## src/rtl/reaction_pkg.sv

```systemverilog
// Shared types and widths for the reaction timer.
package reaction_pkg;

   localparam int TIME_W   = 14;
   localparam int WINNER_W = 3;

   typedef enum logic [2:0] {
      IDLE,
      ARM,
      WAIT,
      RUN,
      DONE,
      FAULT
   } rt_state_t;

endpackage

```

## src/rtl/tick_gen.sv

```systemverilog
// Tick prescaler: one-cycle pulse every CLK_HZ/TICK_HZ clocks, realigned by restart.
module tick_gen #(
   parameter int CLK_HZ  = 100_000_000,
   parameter int TICK_HZ = 1000
) (
   input  logic clk,
   input  logic reset,
   input  logic restart,
   output logic tick
);

   localparam int PERIOD = CLK_HZ / TICK_HZ;
   localparam int CNT_W  = (PERIOD > 1) ? $clog2(PERIOD) : 1;

   generate
      if (CLK_HZ < TICK_HZ) begin : g_bad_ratio
         $error("tick_gen: CLK_HZ must be >= TICK_HZ");
      end
   endgenerate

   logic [CNT_W-1:0] cnt;

   // Down-counter; terminal count (zero) is the tick, then reload.
   always_ff @(posedge clk or posedge reset) begin
      if (reset)
         cnt <= '0;
      else if (restart || cnt == '0)
         cnt <= CNT_W'(PERIOD - 1);
      else
         cnt <= cnt - CNT_W'(1);
   end

   assign tick = (cnt == '0);

endmodule

```

## src/rtl/reaction_timer_core.sv

```systemverilog
// Reaction timer: random foreperiod, stimulus, first-stop capture and fault handling.
//
//   state | meaning
//   IDLE  | waiting for a start edge
//   ARM   | one cycle: load random foreperiod, clear results
//   WAIT  | foreperiod countdown; a stop edge here is a false start
//   RUN   | stimulus on, counting reaction ticks
//   DONE  | valid result held until clear
//   FAULT | false start or timeout held until clear
module reaction_timer_core
   import reaction_pkg::*;
#(
   parameter int          CLK_HZ    = 100_000_000,
   parameter int          TICK_HZ   = 1000,
   parameter int          N_PLAYERS = 2,
   parameter int          MIN_DELAY = 1000,
   parameter int          RAND_BITS = 11,
   parameter int          TIMEOUT   = 9999,
   parameter logic [15:0] LFSR_SEED = 16'hACE1
) (
   input  logic                 clk,
   input  logic                 reset,
   input  logic                 start,
   input  logic                 clear,
   input  logic [N_PLAYERS-1:0] stop,
   output logic                 stim,
   output logic [TIME_W-1:0]    time_ticks,
   output logic [WINNER_W-1:0]  winner,
   output logic                 result_valid,
   output logic                 false_start,
   output logic                 timed_out,
   output logic                 busy
);

   localparam int DLY_MAX = MIN_DELAY + (1 << RAND_BITS) - 1;
   localparam int DLY_W   = (DLY_MAX > 1) ? $clog2(DLY_MAX + 1) : 1;

   generate
      if (N_PLAYERS < 1 || N_PLAYERS > 8) begin : g_bad_players
         $error("reaction_timer_core: N_PLAYERS must be 1..8");
      end
   endgenerate

   rt_state_t             state, state_nxt;
   logic [DLY_W-1:0]      delay, delay_nxt, delay_load;
   logic [TIME_W-1:0]     time_nxt;
   logic [WINNER_W-1:0]   winner_nxt, stop_win;
   logic                  rv_nxt, fs_nxt, to_nxt, clr_res;
   logic [15:0]           lfsr;
   logic                  start_q, clear_q;
   logic [N_PLAYERS-1:0]  stop_q;
   logic                  start_edge, clear_edge;
   logic [N_PLAYERS-1:0]  stop_edge;
   logic                  tick, restart;

   assign start_edge = start & ~start_q;
   assign clear_edge = clear & ~clear_q;
   assign stop_edge  = stop & ~stop_q;
   assign delay_load = DLY_W'(MIN_DELAY) + DLY_W'(lfsr[RAND_BITS-1:0]);

   tick_gen #(
      .CLK_HZ  (CLK_HZ),
      .TICK_HZ (TICK_HZ)
   ) u_tick_gen (
      .clk     (clk),
      .reset   (reset),
      .restart (restart),
      .tick    (tick)
   );

   // Lowest pressing index wins simultaneous stops.
   always_comb begin
      stop_win = '0;
      for (int i = N_PLAYERS - 1; i >= 0; i--)
         if (stop_edge[i]) stop_win = WINNER_W'(i);
   end

   always_comb begin
      state_nxt  = state;
      delay_nxt  = delay;
      time_nxt   = time_ticks;
      winner_nxt = winner;
      rv_nxt     = result_valid;
      fs_nxt     = false_start;
      to_nxt     = timed_out;
      clr_res    = 1'b0;
      restart    = 1'b0;
      case (state)
         IDLE: if (start_edge) state_nxt = ARM;
         ARM: begin
            restart   = 1'b1;
            clr_res   = 1'b1;
            state_nxt = clear_edge ? IDLE : WAIT;
            delay_nxt = delay_load;
         end
         WAIT: begin
            if (clear_edge) begin
               state_nxt = IDLE;
               clr_res   = 1'b1;
            end else if (|stop_edge) begin
               state_nxt  = FAULT;
               fs_nxt     = 1'b1;
               winner_nxt = stop_win;
            end else if (delay == '0) begin
               state_nxt = RUN;
               restart   = 1'b1;
            end else if (tick) begin
               delay_nxt = delay - DLY_W'(1);
            end
         end
         RUN: begin
            // A stop in a tick cycle wins, so the pre-increment count is kept.
            if (clear_edge) begin
               state_nxt = IDLE;
               clr_res   = 1'b1;
            end else if (|stop_edge) begin
               state_nxt  = DONE;
               rv_nxt     = 1'b1;
               winner_nxt = stop_win;
            end else if (tick) begin
               if (time_ticks >= TIME_W'(TIMEOUT - 1)) begin
                  state_nxt = FAULT;
                  to_nxt    = 1'b1;
                  time_nxt  = TIME_W'(TIMEOUT);
               end else begin
                  time_nxt = time_ticks + TIME_W'(1);
               end
            end
         end
         DONE, FAULT: begin
            if (clear_edge) begin
               state_nxt = IDLE;
               clr_res   = 1'b1;
            end
         end
         default: state_nxt = IDLE;
      endcase
      if (clr_res) begin
         time_nxt   = '0;
         winner_nxt = '0;
         rv_nxt     = 1'b0;
         fs_nxt     = 1'b0;
         to_nxt     = 1'b0;
      end
   end

   always_ff @(posedge clk or posedge reset) begin
      if (reset) begin
         state        <= IDLE;
         delay        <= '0;
         time_ticks   <= '0;
         winner       <= '0;
         result_valid <= 1'b0;
         false_start  <= 1'b0;
         timed_out    <= 1'b0;
         lfsr         <= LFSR_SEED;
         start_q      <= 1'b0;
         clear_q      <= 1'b0;
         stop_q       <= '0;
      end else begin
         state        <= state_nxt;
         delay        <= delay_nxt;
         time_ticks   <= time_nxt;
         winner       <= winner_nxt;
         result_valid <= rv_nxt;
         false_start  <= fs_nxt;
         timed_out    <= to_nxt;
         lfsr         <= {lfsr[14:0], lfsr[15] ^ lfsr[13] ^ lfsr[12] ^ lfsr[10]};
         start_q      <= start;
         clear_q      <= clear;
         stop_q       <= stop;
      end
   end

   // Decoded straight from state so an async reset drops them immediately.
   assign stim = (state == RUN);
   assign busy = (state == ARM) || (state == WAIT) || (state == RUN);

endmodule

```

## config.mk

```make
export PLATFORM = sky130hd
export DESIGN_NAME = reaction_timer_core
export DESIGN_NICKNAME = d
export VERILOG_FILES = /design/src/rtl/reaction_pkg.sv /design/src/rtl/tick_gen.sv /design/src/rtl/reaction_timer_core.sv
export SDC_FILE = /design/constraint.sdc
export NUM_CORES = 1
export LEC_CHECK = 0
export ABC_AREA = 1
export BUFFER_PORTS_ARGS = -buffer_cell sky130_fd_sc_hd__buf_2
export CORE_MARGIN = 4
export CORE_UTILIZATION = 55
export DETAILED_ROUTE_END_ITERATION = 6
export MAX_ROUTING_LAYER = met4
export PLACE_DENSITY = 0.77
export SYNTH_ARGS = -nofsm -noshare
export SYNTH_HDL_FRONTEND = slang
export SYNTH_SLANG_ARGS = --single-unit
```

## constraint.sdc

```tcl
create_clock -name clk -period 2.2 [get_ports clk]
set_input_delay 0.44 -clock clk [delete_from_list [all_inputs] [get_ports clk]]
set_output_delay 0.44 -clock clk [all_outputs]
set_load 0.1 [all_outputs]
```

==> metrics, run 1 <==
status complete, no violations; H-tree level count 3; Worst-Skew Late Latency 350 ps; total gr overflow 0; Setup violations, final 0; Avg WL per Cell 12.26 um; Setup crit end kind output port; Post-CTS Setup Bufs 0; clock sink count 70; data required time at the worst endpoint 1760 ps; worst setup path start state[2]$_DFFE_PP0P_; drt total wl 7770 um; antenna diode count 0; drt drc 0; combined buffer and inverter count along the critical path 2; post-detailed-route count of antenna-violating nets 0; Clock transition at path regs 80 ps; via count 3255; Synth Cell Area 0.003911 mm2; detail-routed via count per cell 5.134; unique cell type count in the Yosys netlist 34; Hold/Removal Path Class input port to async pin; Global Route Usage Sum 0.2051; critical path fanouts, max 5; largest net degree at the start of global routing 71; initial antenna violation count 0; Starting Density 0.5694; Worst R2R Start state[1]$_DFFE_PP0P_; Mean Syn Cell Area 7.807 um2; Nets 548; max-cap viol count 0; Fillers 574; post-route minimum period 2054 ps; Core ar. 0.006869 mm2; initial DRC count 169; boundary pin count 28; Hold Fails Final Rpt 0; Syn-to-layout area delta 12.67%; Detailed Place HPWL 5415 um; Yosys top cell area share 0.3967; final period utilization 0.9339; cts hold-fix bufs 0; Worst-Margin Slew 695.3 ps; Worst path slowest cell dfrtp_1; placed inst area 0.004135 mm2; overall power 4.788 mW; Highest Clock Rate 0.4867 GHz; worst hold slack 150.5 ps; kind of critical path register to output port; TritonCTS clock tree yes; first-pass GRT wire length 13700 um; RePlAce Congestion 0.8932; Die Span Y 92.33 um; Crit path arrival time 1610 ps; cell taking the most area after synthesis dfrtp_1; LEAKAGE 2.168 nW; Final Cell Area 0.004407 mm2; PD cells 1086 mW/mm2; critical path cell sequence nor2_2 > inv_1 > nor2_4 > clkbuf_4; drt pass-1 iters 5; Synth Warn # 0; crit-path leading delay family buffers and inverters; Slew HR 0.5364; most common cell after layout, fill and taps aside nand2_1; # port buffers 25; CP peak stage delay 450 ps; final setup skew 5.884 ps; cell row count 30; sequential share of the synthesized area 0.4504; synthesized flop and latch total 70; RSZ-0062 raised after global routing no; Clock Path Buffers 2; die area 0.008525 mm2; commonest cells after routing, fill and taps aside nand2_1, dfrtp_1, nor2_1; vias in the first global route 3094; Die W 92.33 um; Worst VDD drop 0.0007769 V; Area contributors post-synth dfrtp_1, nand2_1, nor2_1; Mapped Cells 501; Final TNS setup 0 ps; root buffer cell clkbuf_8; layout cell share with drive strength beyond 1 0.1654; CP startpoint kind register; cts repair resizes 0; clock buffer count from CTS 9; Final Max Slew Viols 0
state kept, by name, indices dropped and copies added, names as in the netlist, 2 cells and up:
name and flops:
u_tick_gen.cnt 17, state 3, time_ticks 14, stop_q 2, lfsr 16, delay 12
worst reg2reg max path, cell delays in order, from the launching register on:
cell and delay, ps:
dfrtp_1 410, inv_2 190, ha_1 270, inv_1 100, o21ai_4 90, o21ai_2 580, o21ai_0 200
layout make-up:
type,count,area [um2],area share
inverter,63,236.5,0.05366
timing repair buffer,28,162.7,0.03691
multi-input combinational,361,1857,0.4214
clock buffer,9,123.9,0.02811
clock inverter,7,145.1,0.03294
tap,96,120.1,0.02726
sequential,70,1762,0.3998
logic make-up after synthesis:
kind of cell / share of synthesized area
AND/OR/NAND/NOR: 0.3055
buffers and inverters: 0.07677
flip-flops: 0.4504
AO/OA/AOI/OAI: 0.08606
XOR/XNOR: 0.05150
adder cells (fa/ha/maj): 0.02879
other: 0.0009588
worst paths after layout:
path	end	slack, ps	cells past startpoint
max in group asynchronous	lfsr[5]$_DFF_PP1_	1740	3
worst max-delay path	stim	150	4
worst max register to register	time_ticks[6]$_DFFE_PP0P_	210	6
worst min-delay path	lfsr[14]$_DFF_PP0_	150	3
worst min register to register	lfsr[15]$_DFF_PP1_	360	0
min in group clk	stop_q[0]$_DFF_PP0_	200	1
cell usage after synthesis (all sizes together):
cell type and number:
a21oi 13, a31oi 1, buf 8, conb 1, dfrtp 62, dfstp 8
ha 9, inv 63, nand2 144, nand3 42, nand4 7, nor2 68
nor3 8, o211ai 1, o21a 1, o21ai 37, o21bai 1, o221ai 1
o31ai 2, or2 1, xnor2 5, xor2 18
metrics by stage:
step                std cells  setup WS (ps)  utilization
floorplan                 502          5.025            -
global placement          618          301.8       0.6020
detailed placement        618          244.3       0.6020
CTS                       634          43.51       0.6412
global route              634          46.62       0.6415
finish                    634          145.5       0.6415
power by group:
part | internal (mW) | total (mW) | switching, mW
clock | 0.873 | 1.40 | 0.527
combinational | 0.453 | 1.81 | 1.36
sequential | 1.46 | 1.58 | 0.119
total | 2.78 | 4.79 | 2.00
metal layers:
layer,vias up,global-route usage,part of all wire
met3,20,0.03818,0.052
li1,1648,-,-
met5,-,-,0
met4,0,0.09406,0.023
met1,1502,0.2737,0.47
met2,85,0.3051,0.46
No activity file was read; power rests on OpenSTA's default activity.
==> run 2: changes to the inputs <==
--- a/config.mk
+++ b/config.mk
@@ -7,6 +7,7 @@
 export LEC_CHECK = 0
 export ABC_AREA = 1
 export BUFFER_PORTS_ARGS = -buffer_cell sky130_fd_sc_hd__buf_2
+export CORE_ASPECT_RATIO = 1.25
 export CORE_MARGIN = 4
 export CORE_UTILIZATION = 55
 export DETAILED_ROUTE_END_ITERATION = 6
==> run 2 against run 1 <==
Count of clock-buffer cells in the layout did not move. Combinational power up 3%. Setup slack got worse by 57 ps. Worst hold slack lost 66 ps. Critical path depth unchanged. Via count is 0.68% higher. Global-route usage increased by 0.58 points. Critical path type unchanged.
==> metrics, run 2 (synthesized netlist as in run 1, its figures left out) <==
status complete, no violations; Worst R2R Setup Slack 360 ps; Worst VDD drop 0.0006956 V; TritonCTS clock tree yes; Die W 83.43 um; Reg-to-Reg End time_ticks[4]$_DFFE_PP0P_; Flop pwr share 0.360; Crit path arrival time 1670 ps; drt drc 0; Logic pwr share 0.422; vias in the first global route 3255; Setup crit end kind output port; fin cells 630; final period utilization 0.9597; max layer used met4; Final Max Slew Viols 0; Hold/Removal Path Class input port to async pin; total gr overflow 0; Cell Int Power 2.358 mW; met3 WL 347 um; worst hold slack 84.27 ps; Clock transition at path regs 80 ps; first-pass GRT wire length 14000 um; Nets 550; setup ws final 88.66 ps; R2R depth 8; drt pass-1 iters 4; cts repair resizes 0; post-detailed-route count of antenna-violating nets 0; critical path cell sequence nor2_2 > inv_1 > nor2_4 > buf_2; Util after Layout 0.6236; clock sink count 70; H-tree level count 3; switching pwr 2.042 mW; commonest cells after routing, fill and taps aside nand2_1, dfrtp_1, nor2_1; routed wl met2 3937 um; Worst path slowest cell dfrtp_1; detail-routed via count per cell 5.202; via count 3277; Starting Density 0.5641; kind of critical path register to output port; final setup skew 6.376 ps; Worst R2R Start state[1]$_DFFE_PP0P_; Global Route Usage Sum 0.2109; initial antenna violation count 0; Die Span Y 102.3 um; post-placement cell count 614; critical path fanouts, max 5; boundary pin count 28; Clk network pwr share 0.218; Switching Share 0.4640; # port buffers 25; post-route minimum period 2111 ps; drt total wl 7937 um; most common cell after layout, fill and taps aside nand2_1; max-cap viol count 0; Final Cell Area 0.004324 mm2; Core ar. 0.006934 mm2; biggest regs u_tick_gen.cnt: 17 flops, lfsr: 16 flops, time_ticks: 14 flops; Hold Fails Final Rpt 0; CP peak stage delay 460 ps; Fillers 609; Largest Register u_tick_gen.cnt; overall power 4.400 mW; root buffer cell clkbuf_8; die area 0.008533 mm2; placed inst area 0.004143 mm2; PD cells 1018 mW/mm2; max FFs per register 17; Avg WL per Cell 12.60 um; cts hold-fix bufs 0; largest net degree at the start of global routing 51; Clock Path Buffers 2; Final TNS setup 0 ps; RePlAce Congestion 0.8608; Detailed Place HPWL 5873 um; Highest Clock Rate 0.4736 GHz; cell row count 34; initial DRC count 179; Setup violations, final 0; WL met1 3393 um; RSZ-0062 raised after global routing no; antenna diode count 0; layout cell share with drive strength beyond 1 0.1685; clock buffer count from CTS 9; LEAKAGE 2.129 nW; Worst-Skew Late Latency 350 ps; Placement Setup Slack 341.3 ps; Syn-to-layout area delta 10.56%; Post-CTS Setup Bufs 0; data required time at the worst endpoint 1760 ps; CP startpoint kind register
[run 2: layer usage]
metal,track usage,up-vias
li1,-,1653
met3,0.02984,22
met1,0.2465,1535
met2,0.3488,67
met5,-,-
met4,0.1275,0
[run 2: power by group through the flow]
stage	clock network [mW]	registers (mW)	logic, mW
final	0.960	1.58	1.86
after global routing	1.03	1.61	2.06
after CTS	0.981	1.58	1.86
after detailed placement	0	1.60	1.85
after global placement	0	1.60	1.81
after floorplan	0	1.80	1.32
[run 2: worst max path at each step]
stage / from / end / slack [ps] / cells past startpoint
3_3_place_gp: stop[0] / time_ticks[4]$_DFFE_PP0P_ / 360 / 10
6_report: state[2]$_DFFE_PP0P_ / stim / 90 / 4
4_1_cts: state[2]$_DFFE_PP0P_ / stim / 70 / 4
3_5_place_dp: stop[0] / time_ticks[2]$_DFFE_PP0P_ / 340 / 10
2_1_floorplan: reset / clear_q$_DFF_PP0_ / 5 / 1
5_1_grt: state[2]$_DFFE_PP0P_ / stim / 0.8 / 4
[run 2: area by class of cell]
class / instances / area, um2 / share of cell area
multi-input cells: 361 / 1857 / 0.4294
clock buffers: 9 / 123.9 / 0.02865
repair buffers: 30 / 175.2 / 0.04051
well taps: 90 / 112.6 / 0.02604
flip-flops and latches: 70 / 1762 / 0.4074
inverters: 63 / 236.5 / 0.05469
clock inverters: 7 / 57.56 / 0.01331
[run 2: critical path: cells and delay by family (launching register included)]
kind                   cells  cell delay (ps)
buffers and inverters      2              540
flip-flops                 1              460
AND/OR/NAND/NOR            2              320
==> run 3: changes to the inputs <==
--- a/config.mk
+++ b/config.mk
@@ -5,14 +5,13 @@
 export SDC_FILE = /design/constraint.sdc
 export NUM_CORES = 1
 export LEC_CHECK = 0
-export ABC_AREA = 1
 export BUFFER_PORTS_ARGS = -buffer_cell sky130_fd_sc_hd__buf_2
 export CORE_ASPECT_RATIO = 1.25
 export CORE_MARGIN = 4
-export CORE_UTILIZATION = 55
+export CORE_UTILIZATION = 54
 export DETAILED_ROUTE_END_ITERATION = 6
 export MAX_ROUTING_LAYER = met4
-export PLACE_DENSITY = 0.77
+export PLACE_DENSITY = 0.76
 export SYNTH_ARGS = -nofsm -noshare
 export SYNTH_HDL_FRONTEND = slang
 export SYNTH_SLANG_ARGS = --single-unit
==> run 3 against run 2 <==
The flow now finishes with violations (negative setup slack). Global-route usage grew 1.6 points. Register-to-register slack lost 430 ps. Critical path depth is the same. Sequential power is essentially flat. Non-clock buffer count grew 49. Area after synthesis shrank 5.9%. Via count shrank 1.2%. Core utilization grew 6.5 points. Clock skew grew 2.7 ps. Die area shrank 3.8%. Routed wire length grew 7.1%. Worst hold slack gained 91 ps. Critical path type is now register to register. Largest cell class unchanged. Largest power group unchanged. Highest routed layer unchanged.
==> metrics, run 3 <==
status complete, but fails checks; failing checks negative setup slack; kind of critical path register to register; # port buffers 25; Detailed Place HPWL 5954 um; root buffer cell clkbuf_8; die area 0.008210 mm2; Placement Setup Slack -173.3 ps; TritonCTS clock tree yes; Synth Warn # 0; CP peak stage delay 580 ps; Crit path arrival time 2530 ps; CP startpoint kind register; Worst path most repeated cell or4_4; max FFs per register 17; Setup crit end kind register; largest net degree at the start of global routing 71; Nets 471; most common cell after layout, fill and taps aside buf_4; Synth Cell Area 0.003681 mm2; Hold/Removal Path Class input port to async pin; layout cell share with drive strength beyond 1 0.3167; commonest cells after routing, fill and taps aside buf_4, dfrtp_1, nor2_1; Synth Flop Type dfrtp_1; drt total wl 8498 um; setup ws final -67.48 ps; Post-synth EDFFs 0; post-placement cell count 527; post-detailed-route count of antenna-violating nets 0; Slew HR 0.4833; drt drc 0; PD cells 982.7 mW/mm2; Worst-Skew Late Latency 340 ps; unique cell type count in the Yosys netlist 61; Final Cell Area 0.004547 mm2; initial DRC count 154; critical path fanouts, max 8; fin cells 548; Starting Density 0.5572; LEAKAGE 1.950 nW; GR Layer Usage met3 0.05027; Clock Path Buffers 2; first-pass GRT wire length 14110 um; antenna diode count 0; Setup violations, final 3; Final TNS setup -110.0 ps; Clock transition at path regs 80 ps; RePlAce Congestion 0.9197; Final Max Slew Viols 0; detail-routed via count per cell 5.909; Die W 81.85 um; Die Span Y 100.3 um; Worst-Margin Slew 755.6 ps; via count 3238; clock sink count 70; Worst VDD drop 0.0008202 V; GR peak layer met2; top-count cell post-synth dfrtp_1; met2 GRT Util 0.3634; critical path cell sequence or4_4 > or4_4 > or4b_4 > a21oi_2; drt pass-1 iters 4; Post-synth top cells dfrtp_1, nor2_1, nand2_1; worst hold slack 175.3 ps; placed inst area 0.004289 mm2; FF+latch area 0.001783 mm2; Avg WL per Cell 15.51 um; H-tree level count 3; Largest Register u_tick_gen.cnt; Global Route Usage Sum 0.2268; synthesized flop and latch total 70; Mapped Cells 381; final setup skew 9.090 ps; Hold Fails Final Rpt 0; Highest Clock Rate 0.4410 GHz; post-route minimum period 2267 ps; clock buffer count from CTS 9; asr flop ratio synth 1.000; Core ar. 0.006606 mm2; Syn-to-layout area delta 23.52%; data required time at the worst endpoint 2460 ps; Worst path slowest cell or4_4; max-cap viol count 0; cell taking the most area after synthesis dfrtp_1; initial antenna violation count 0; overall power 4.468 mW; Area contributors post-synth dfrtp_1, dfstp_2, nor2_1; Yosys top cell area share 0.4215; Mean Syn Cell Area 9.661 um2; total gr overflow 0; biggest regs u_tick_gen.cnt: 17 flops, lfsr: 16 flops, time_ticks: 14 flops; met1 usage in global routing 0.2771; vias in the first global route 3100; cell row count 33; Fillers 501; RSZ-0062 raised after global routing yes; boundary pin count 28; Util after Layout 0.6883; sequential share of the synthesized area 0.4786; area of the multi-input gates 0.001877 mm2; final period utilization 1.031
==> run 3: worst max-delay path: cells and delay by family (launching register included) <==
family,cells,cell delay [ps]
compound gates,1,160
simple gates,3,1630
flops,1,400
==> run 3: repair_timing <==
item	in CTS	in global routing
buffers inserted	3	3
setup endpoints to repair	5	27
hold buffers	0	0
pin swaps	1	8
gates resized for setup	2	14
==> run 3: report_power, final <==
part           leakage, nW  switching [mW]  internal (mW)
Sequential           0.843           0.129           1.46
Clock               0.0764           0.466          0.406
Combinational         1.03            1.29          0.713
==> run 3: worst paths after layout <==
path	slack [ps]	to	cells after the start	from
setup / recovery	-70	time_ticks[5]$_DFFE_PP0P_	4	u_tick_gen.cnt[5]$_DFF_PP0_
hold / removal	180	clear_q$_DFF_PP0_	3	reset
setup reg to reg	-70	time_ticks[5]$_DFFE_PP0P_	4	u_tick_gen.cnt[5]$_DFF_PP0_
hold reg to reg	360	lfsr[15]$_DFF_PP1_	0	lfsr[14]$_DFF_PP0_
max in group asynchronous	1660	lfsr[10]$_DFF_PP1_	3	reset
min in group clk	210	stop_q[0]$_DFF_PP0_	1	stop[0]
==> run 3: metal layers <==
layer  part of all wire  wire (um)  up-vias
li1                   -          -     1544
met1               0.43       3660     1589
met2               0.50       4276       84
met3              0.042        361       21
met4              0.023        199        0
met5                  0          0        -
==> run 3: layout make-up <==
type / count / area share
flip-flops and latches: 70 / 0.3921
clock inverters: 4 / 0.005504
repair buffers: 79 / 0.1227
clock buffers: 12 / 0.02972
well taps: 87 / 0.02394
multi-input cells: 281 / 0.4128
inverters: 15 / 0.01321
==> run 3: cell families (layout without fill, tap and decap cells) <==
family	count (synthesis)	after routing	synth area share
simple gates	157	157	0.2359
compound gates	92	92	0.1679
flops	70	70	0.4786
buf+inv	31	110	0.03603
xor+xnor	21	21	0.04997
fa+ha+maj	9	9	0.03059
other cells	1	2	0.001019
